--- config.mk ---
export PLATFORM = sky130hd
export DESIGN_NAME = rr_mux_arbiter
export DESIGN_NICKNAME = d
export VERILOG_FILES = /design/src/rtl/rr_mux_arbiter.sv
export SDC_FILE = /design/constraint.sdc
export NUM_CORES = 1
export LEC_CHECK = 0
export CELL_PAD_IN_SITES_DETAIL_PLACEMENT = 0
export CELL_PAD_IN_SITES_GLOBAL_PLACEMENT = 2
export CORE_UTILIZATION = 23
export DETAILED_ROUTE_END_ITERATION = 16
export GPL_TIMING_DRIVEN = 0
export PLACE_DENSITY_LB_ADDON = 0.1
export SLEW_MARGIN = 25
export SYNTH_ARGS = -nofsm -noshare
export SYNTH_HDL_FRONTEND = slang
export SYNTH_SLANG_ARGS = --single-unit
--- constraint.sdc ---
create_clock -name clk -period 2.15 [get_ports clk]
set_clock_uncertainty 0.1 [all_clocks]
set_input_delay 0.3225 -clock clk [delete_from_list [all_inputs] [get_ports clk]]
set_output_delay 0.3225 -clock clk [all_outputs]
set_load 0.02 [all_outputs]
--- src/rtl/rr_mux_arbiter.sv ---
// Round-robin arbiter that grants one of four requesters and routes its
// word through a shared 4:1 mux, with a bounded tenure under contention.
module rr_mux_arbiter #(
    parameter int DW       = 8,
    parameter int MAX_HOLD = 4
) (
    input  logic            clk,
    input  logic            rst_n,
    input  logic [3:0]      req,
    input  logic [4*DW-1:0] A,
    output logic [3:0]      gnt,
    output logic [1:0]      sel,
    output logic [DW-1:0]   out,
    output logic            out_vld
);

    typedef enum logic {
        IDLE,
        BUSY
    } state_t;

    localparam logic [3:0] LP_MAX = 4'(MAX_HOLD);

    state_t      r_state;
    state_t      w_nxt_state;
    logic [3:0]  r_gnt;
    logic [3:0]  w_nxt_gnt;
    logic [1:0]  r_sel;
    logic [1:0]  w_nxt_sel;
    logic [1:0]  r_ptr;
    logic [1:0]  w_nxt_ptr;
    logic [3:0]  r_hold;
    logic [3:0]  w_nxt_hold;

    logic [3:0]  w_others;
    logic        w_release;
    logic [3:0]  w_cand;
    logic [1:0]  w_start;
    logic [1:0]  w_idx;
    logic        w_found;
    logic [1:0]  w_win;
    logic [DW-1:0] w_slice [4];

    always_ff @(posedge clk or negedge rst_n) begin
        if (!rst_n) begin
            r_state <= IDLE;
            r_gnt   <= '0;
            r_sel   <= '0;
            r_ptr   <= '0;
            r_hold  <= '0;
        end else begin
            r_state <= w_nxt_state;
            r_gnt   <= w_nxt_gnt;
            r_sel   <= w_nxt_sel;
            r_ptr   <= w_nxt_ptr;
            r_hold  <= w_nxt_hold;
        end
    end

    // In BUSY the owner is excluded, so a re-raised owner waits its turn.
    always_comb begin
        w_others  = req & ~r_gnt;
        w_release = !req[r_sel] || ((r_hold == LP_MAX) && (|w_others));
        w_cand    = (r_state == IDLE) ? req : w_others;
        w_start   = (r_state == IDLE) ? r_ptr : r_sel + 2'd1;
        w_found   = 1'b0;
        w_win     = '0;
        w_idx     = '0;
        for (int k = 3; k >= 0; k--) begin
            w_idx = w_start + 2'(k);
            if (w_cand[w_idx]) begin
                w_found = 1'b1;
                w_win   = w_idx;
            end
        end
    end

    always_comb begin
        w_nxt_state = r_state;
        w_nxt_gnt   = r_gnt;
        w_nxt_sel   = r_sel;
        w_nxt_ptr   = r_ptr;
        w_nxt_hold  = r_hold;
        unique case (r_state)
            IDLE: begin
                if (w_found) begin
                    w_nxt_state = BUSY;
                    w_nxt_gnt   = 4'b0001 << w_win;
                    w_nxt_sel   = w_win;
                    w_nxt_hold  = 4'd1;
                end
            end
            BUSY: begin
                if (w_release) begin
                    w_nxt_ptr = r_sel + 2'd1;
                    if (w_found) begin
                        w_nxt_gnt  = 4'b0001 << w_win;
                        w_nxt_sel  = w_win;
                        w_nxt_hold = 4'd1;
                    end else begin
                        w_nxt_state = IDLE;
                        w_nxt_gnt   = '0;
                        w_nxt_hold  = '0;
                    end
                end else if (r_hold != LP_MAX) begin
                    w_nxt_hold = r_hold + 4'd1;
                end
            end
            default: w_nxt_state = IDLE;
        endcase
    end

    for (genvar g = 0; g < 4; g++) begin : g_slice
        assign w_slice[g] = A[g*DW +: DW];
    end

    assign gnt     = r_gnt;
    assign sel     = r_sel;
    assign out_vld = |r_gnt;
    assign out     = out_vld ? w_slice[r_sel] : '0;

endmodule

==> results of run 1 <==
## state kept, by name, indices dropped and copies added (netlist names)
signal	count
gnt	4
r_hold	4
r_ptr	2
sel	2
r_state	1
## metal layers
metal / up-vias / share of wire (%) / track usage (%)
met5: - / 0 / 0
met2: 26 / 47 / 23.0
li1: 526 / - / -
met4: 0 / 0.97 / 5.11
met1: 532 / 47 / 19.8
met3: 2 / 4.6 / 3.03
## final cells by class
| class | instances | area [um2] | area share, % |
|---|---|---|---|
| plain buffers | 3 | 35.0 | 1.95 |
| clock buffers | 3 | 41.3 | 2.29 |
| clock inverters | 1 | 5.00 | 0.278 |
| inverters | 7 | 26.3 | 1.46 |
| multi-input cells | 81 | 763 | 42.4 |
| flip-flops and latches | 13 | 327 | 18.1 |
| well taps | 52 | 65.1 | 3.61 |
| repair buffers | 58 | 538 | 29.9 |
## power by group
| part | switching [W] | leakage [nW] | internal (W) |
|---|---|---|---|
| sequential | 0.000134 | 0.159 | 0.000347 |
| combinational | 0.000824 | 0.579 | 0.000856 |
| clock | 0.0000939 | 0.0255 | 0.000128 |
| total | 0.00105 | 0.763 | 0.00133 |
## repair_timing
item	in CTS	in global routing
gates resized for setup	24	20
setup endpoints to repair	18	18
buffers inserted	3	2
pin swaps	2	1
## final timing paths
kind                       slack, ns         to  startpoint
hold / removal                  0.37     gnt[0]       rst_n
min in group clk                0.42  r_hold[3]   r_hold[3]
setup reg to reg                0.12     gnt[2]      sel[1]
max in group asynchronous       1.14     sel[0]       rst_n
setup / recovery                0.05     out[1]      sel[0]
hold reg to reg                 0.42  r_hold[3]   r_hold[3]
## worst max-delay path, cell delays in order (launching register included)
cell and delay (ns):
dfrtp_2 0.38, buf_12 0.15, mux4_2 0.49, nor2b_1 0.14
clkdlybuf4s15_1 0.28
## synthesized netlist by cell type (all sizes together), types with 3 or more instances
cell type	n
buf	3
dfrtp	13
nand2	4
inv	7
nor2	4
nand3	3
nor2b	13
o2bb2ai	4
o21ai	5
mux4	9
a21oi	5
## kinds of logic after synthesis
| family | count (synthesis) |
|---|---|
| and+or+nand+nor | 39 |
| muxes | 10 |
| xor gates and xnor gates | 1 |
| AOI/OAI and AO/OA | 29 |
| DFF | 13 |
| buffers and inverters | 10 |
| adders and majority gates | 2 |
## per-stage QoR
stage / TNS (ns) / total power, W / cells
2_1_floorplan: 0 / 0.00145 / 104
3_3_place_gp: -9.80 / 0.00203 / 208
3_5_place_dp: -6.02 / 0.00205 / 209
4_1_cts: 0 / 0.00235 / 216
5_1_grt: 0 / 0.00256 / 218
6_report: 0 / 0.00238 / 218
==> results.md, run 1 <==
* Status: completed
* WP data required at 1.73 ns
* Setup WS post-layout at 0.0545 ns
* Mux cell area share after synthesis at 20.1%
* Crit share post-route at 97.5%
* Layout cells sized above 1 at 25.9%
* CP Capture Type: output port
* # DRC at 0
* Net Count, Synth at 144
* Core area at 4410 um2
* Post-synthesis xor/xnor area fraction at 0.823%
* Worst setup path category: flip-flop to output port
* Final Hold Violating Endpoints at 0
* First-pass GRT wire length at 5550 um
* Peak supply drop at 420 uV
* Ant. Diodes at 0
* Worst slew pin tran at 0.621 ns
* Startpoint Class: flip-flop
* Max_cap viols at 0
* Synth-to-Final Area Change at 69.1%
* DR vias at 1086
* Worst-Skew Late Latency at 0.24 ns
* RSZ-0062 raised after global routing: no
* Commonest non-fill, non-tap cells in the layout: clkdlybuf4s50_1 (39), dfrtp_1 (12), nor2b_1 (11), mux4_2 (9), inv_1 (7)
* Final Critical Period at 2.10 ns
* Starting density of the core at 24.1%
* Final hold slack at 0.367 ns
* Finished Core Util at 40.8%
* Largest net degree at the start of global routing at 14
* Yosys top cell by area: dfrtp_1
* Yosys cell types at 38
* Root buffer cell: clkbuf_8
* Io pins at 53
* Peak Freq at 477 MHz
* Die area at 4910 um2
* Antenna-violating nets left at 0
* Drt wl/cell at 15.6 um
* I/O Buffers at 52
* First-pass iteration count of the detailed router at 4
* Worst EP arrival at 1.67 ns
* Initial antenna violation count at 0
* Total Routing Usage GR at 14.6%
* DR iter-0 viols at 42
* Clock sink count at 13
* Area share of fa/ha/maj cells after synthesis at 2.35%
* Fin area at 1800 um2
* Endpoints failing setup at 0
* Sequential area share after synthesis at 30.6%
* Post-synth EDFFs at 0
* Post-CTS Hold Fix Bufs at 0
* CTS clock-pin slew for the worst setup and hold paths at 0.06 ns
* CTS Buffer Depth at 2
* Post-Synthesis Cells at 104
* Overflow after GRT at 0
* DP Worst Slack at -0.382 ns
* Area after DPL at 1660 um2
* Num CTS Buffers at 3
* HP Class: primary input to async pin
* Number of fill cells at 448
* Chip width at 70.0 um
* Total Wirelength at 3400 um
* Top_reg_cell synth: dfrtp_1
* Yosys reg bits at 13
* Asr flop ratio synth at 100%
* Worst r2r path cells at 4
* Relative slew margins at 58.4%
* Largest family of logic cells by synthesized area: simple AND/OR/NAND/NOR gates
* H-tree Lvls at 1
* Synth area leaders: dfrtp_1 (31%), mux4_2 (19%), nor2b_1 (7.6%)
* Die Span Y at 70.0 um
* Mapped Avg Cell Area at 10.2 um2
* Final net count at 207
* Commonest non-fill, non-tap cell in the layout: clkdlybuf4s50_1
* Syn. warnings at 0
* Post-detail-place hpwl at 2660 um
* Worst Path Max Fanout at 10
* Vias in the first global route at 1102
* Post-Syn Area at 1060 um2
* TritonCTS clock tree: done
* Top-area cell type share of the netlist area at 30.6%
* Slew Limit Fails at 0
* Leakage at 0.763 nW
* Post-synthesis compound-gate area fraction at 20.7%
* Simple-gate share of the synthesized area at 21.4%
* Pwr dens at 1320 nW/um2
* Vias per inst at 4.98
* Global placement routability congestion at 0.779
* # rows at 24
Note: power is estimated with default switching activity, not from simulation.
==> run 2, diff against run 1 <==
Settings changed: RECOVER_POWER set to 25.
==> run 2 against run 1 <==
- first-iteration DRC count unchanged
- worst hold slack improved by 0.048 ns
- clock-buffer cell count is the same
- non-clock buffer count stayed put
- sequential power hardly changed
- die area did not move
- worst setup slack stayed put
- design area stayed put
- utilization unchanged
- combinational power hardly changed
- register-to-register slack barely moved
- critical path type unchanged
- highest routed layer unchanged
==> results.md, run 2 (synthesized netlist as in run 1, its figures left out) <==
* Vias per inst at 4.98
* Die area at 4910 um2
* Pwr dens at 1320 nW/um2
* Worst EP arrival at 1.67 ns
* Setup WS post-layout at 0.0545 ns
* Final hold slack at 0.415 ns
* Peak Freq at 477 MHz
* Drt wl/cell at 15.6 um
* Total Routing Usage GR at 14.6%
* Leakage at 0.763 nW
* DP Worst Slack at -0.382 ns
* Status: completed
* Worst setup path category: flip-flop to output port
* First-pass iteration count of the detailed router at 4
* Worst Path Max Fanout at 10
* Layout cells sized above 1 at 25.9%
* Worst-Skew Late Latency at 0.24 ns
* Peak supply drop at 420 uV
* Initial antenna violation count at 0
* Slew Limit Fails at 0
* Die Span Y at 70.0 um
* CP Capture Type: output port
* Setup Total Neg Slack at 0 ns
* Final net count at 207
* Crit share post-route at 97.5%
* Chip width at 70.0 um
* Area after DPL at 1660 um2
* Ant. Diodes at 0
* DR iter-0 viols at 42
* Antenna-violating nets left at 0
* # rows at 24
* Final Critical Period at 2.10 ns
* FF/Latch Area at 327 um2
* Relative slew margins at 58.0%
* Final Hold Violating Endpoints at 0
* Overflow after GRT at 0
* Io pins at 53
* Startpoint Class: flip-flop
* # DRC at 0
* H-tree Lvls at 1
* Commonest non-fill, non-tap cell in the layout: clkdlybuf4s50_1
* DR vias at 1086
* CTS Buffer Depth at 2
* I/O Buffers at 52
* Num CTS Buffers at 3
* Number of fill cells at 448
* Clock sink count at 13
* Commonest non-fill, non-tap cells in the layout: clkdlybuf4s50_1 (38), dfrtp_1 (12), nor2b_1 (11), mux4_2 (9), inv_1 (7)
* Post-detail-place hpwl at 2660 um
* WP data required at 1.73 ns
* Largest net degree at the start of global routing at 14
* Area occupied by multi-input gates at 763 um2
* Core area at 4410 um2
* Post-CTS Hold Fix Bufs at 0
* Root buffer cell: clkbuf_8
* Max_cap viols at 0
* Synth-to-Final Area Change at 69.1%
* Worst slew pin tran at 0.627 ns
* CTS clock-pin slew for the worst setup and hold paths at 0.06 ns
* Finished Core Util at 40.8%
* Vias in the first global route at 1102
* RSZ-0062 raised after global routing: no
* HP Class: flip-flop to flip-flop
* Total Wirelength at 3400 um
* First-pass GRT wire length at 5550 um
* Global placement routability congestion at 0.779
* Starting density of the core at 24.1%
* TritonCTS clock tree: done
* Fin area at 1800 um2
* Endpoints failing setup at 0
## run 2: cell count changes in the layout (fill, tap and decap cells not counted), sizes merged
cell | previous run | this run
dlygate4sd3 | 0 | 1
clkdlybuf4s50 | 39 | 38
## run 2: cell type report
class	count	share of cell area, %
buffer	3	1.95
timing repair buffer	58	29.9
inverter	7	1.46
clock inverter	1	0.278
sequential	13	18.1
clock buffer	3	2.29
tap	52	3.61
multi-input combinational	81	42.4
## run 2: repair_timing
| action | CTS | global route |
|---|---|---|
| pin swaps | 2 | 1 |
| setup buffers | 3 | 2 |
| setup endpoints to repair | 18 | 18 |
| gates resized for setup | 24 | 20 |
## run 2: power by group
group / total (W) / switching [W] / internal, W
registers: 0.000481 / 0.000134 / 0.000347
logic: 0.00168 / 0.000824 / 0.000855
clock network: 0.000222 / 0.0000939 / 0.000128
total: 0.00238 / 0.00105 / 0.00133
## run 2: per-stage QoR
step,total power (W),std cells
3_5_place_dp,0.00205,209
6_report,0.00238,218
4_1_cts,0.00235,216
5_1_grt,0.00256,218
2_1_floorplan,0.00145,104
3_3_place_gp,0.00203,208
## run 2: path summary, 6_finish.rpt
| check | slack (ns) | to | from | depth (start not counted) |
|---|---|---|---|---|
| setup / recovery | 0.05 | out[1] | sel[0] | 4 |
| hold / removal | 0.42 | r_hold[3] | r_hold[3] | 1 |
| setup reg to reg | 0.12 | gnt[2] | sel[1] | 4 |
| hold reg to reg | 0.42 | r_hold[3] | r_hold[3] | 1 |
| max in group asynchronous | 1.07 | sel[0] | rst_n | 1 |
| min in group asynchronous | 0.44 | gnt[0] | rst_n | 1 |
## run 2: worst max-delay path: stages (launching register included)
cell,delay (ns)
dfrtp_2,0.38
buf_12,0.15
mux4_2,0.49
nor2b_1,0.14
clkdlybuf4s15_1,0.28
## run 2: metal layers
metal | part of all wire [%] | track usage [%] | vias to the layer above
met5 | 0 | 0 | -
met4 | 0.97 | 5.11 | 0
met3 | 4.6 | 3.03 | 2
met2 | 47 | 23.0 | 26
met1 | 47 | 19.8 | 532
li1 | - | - | 526
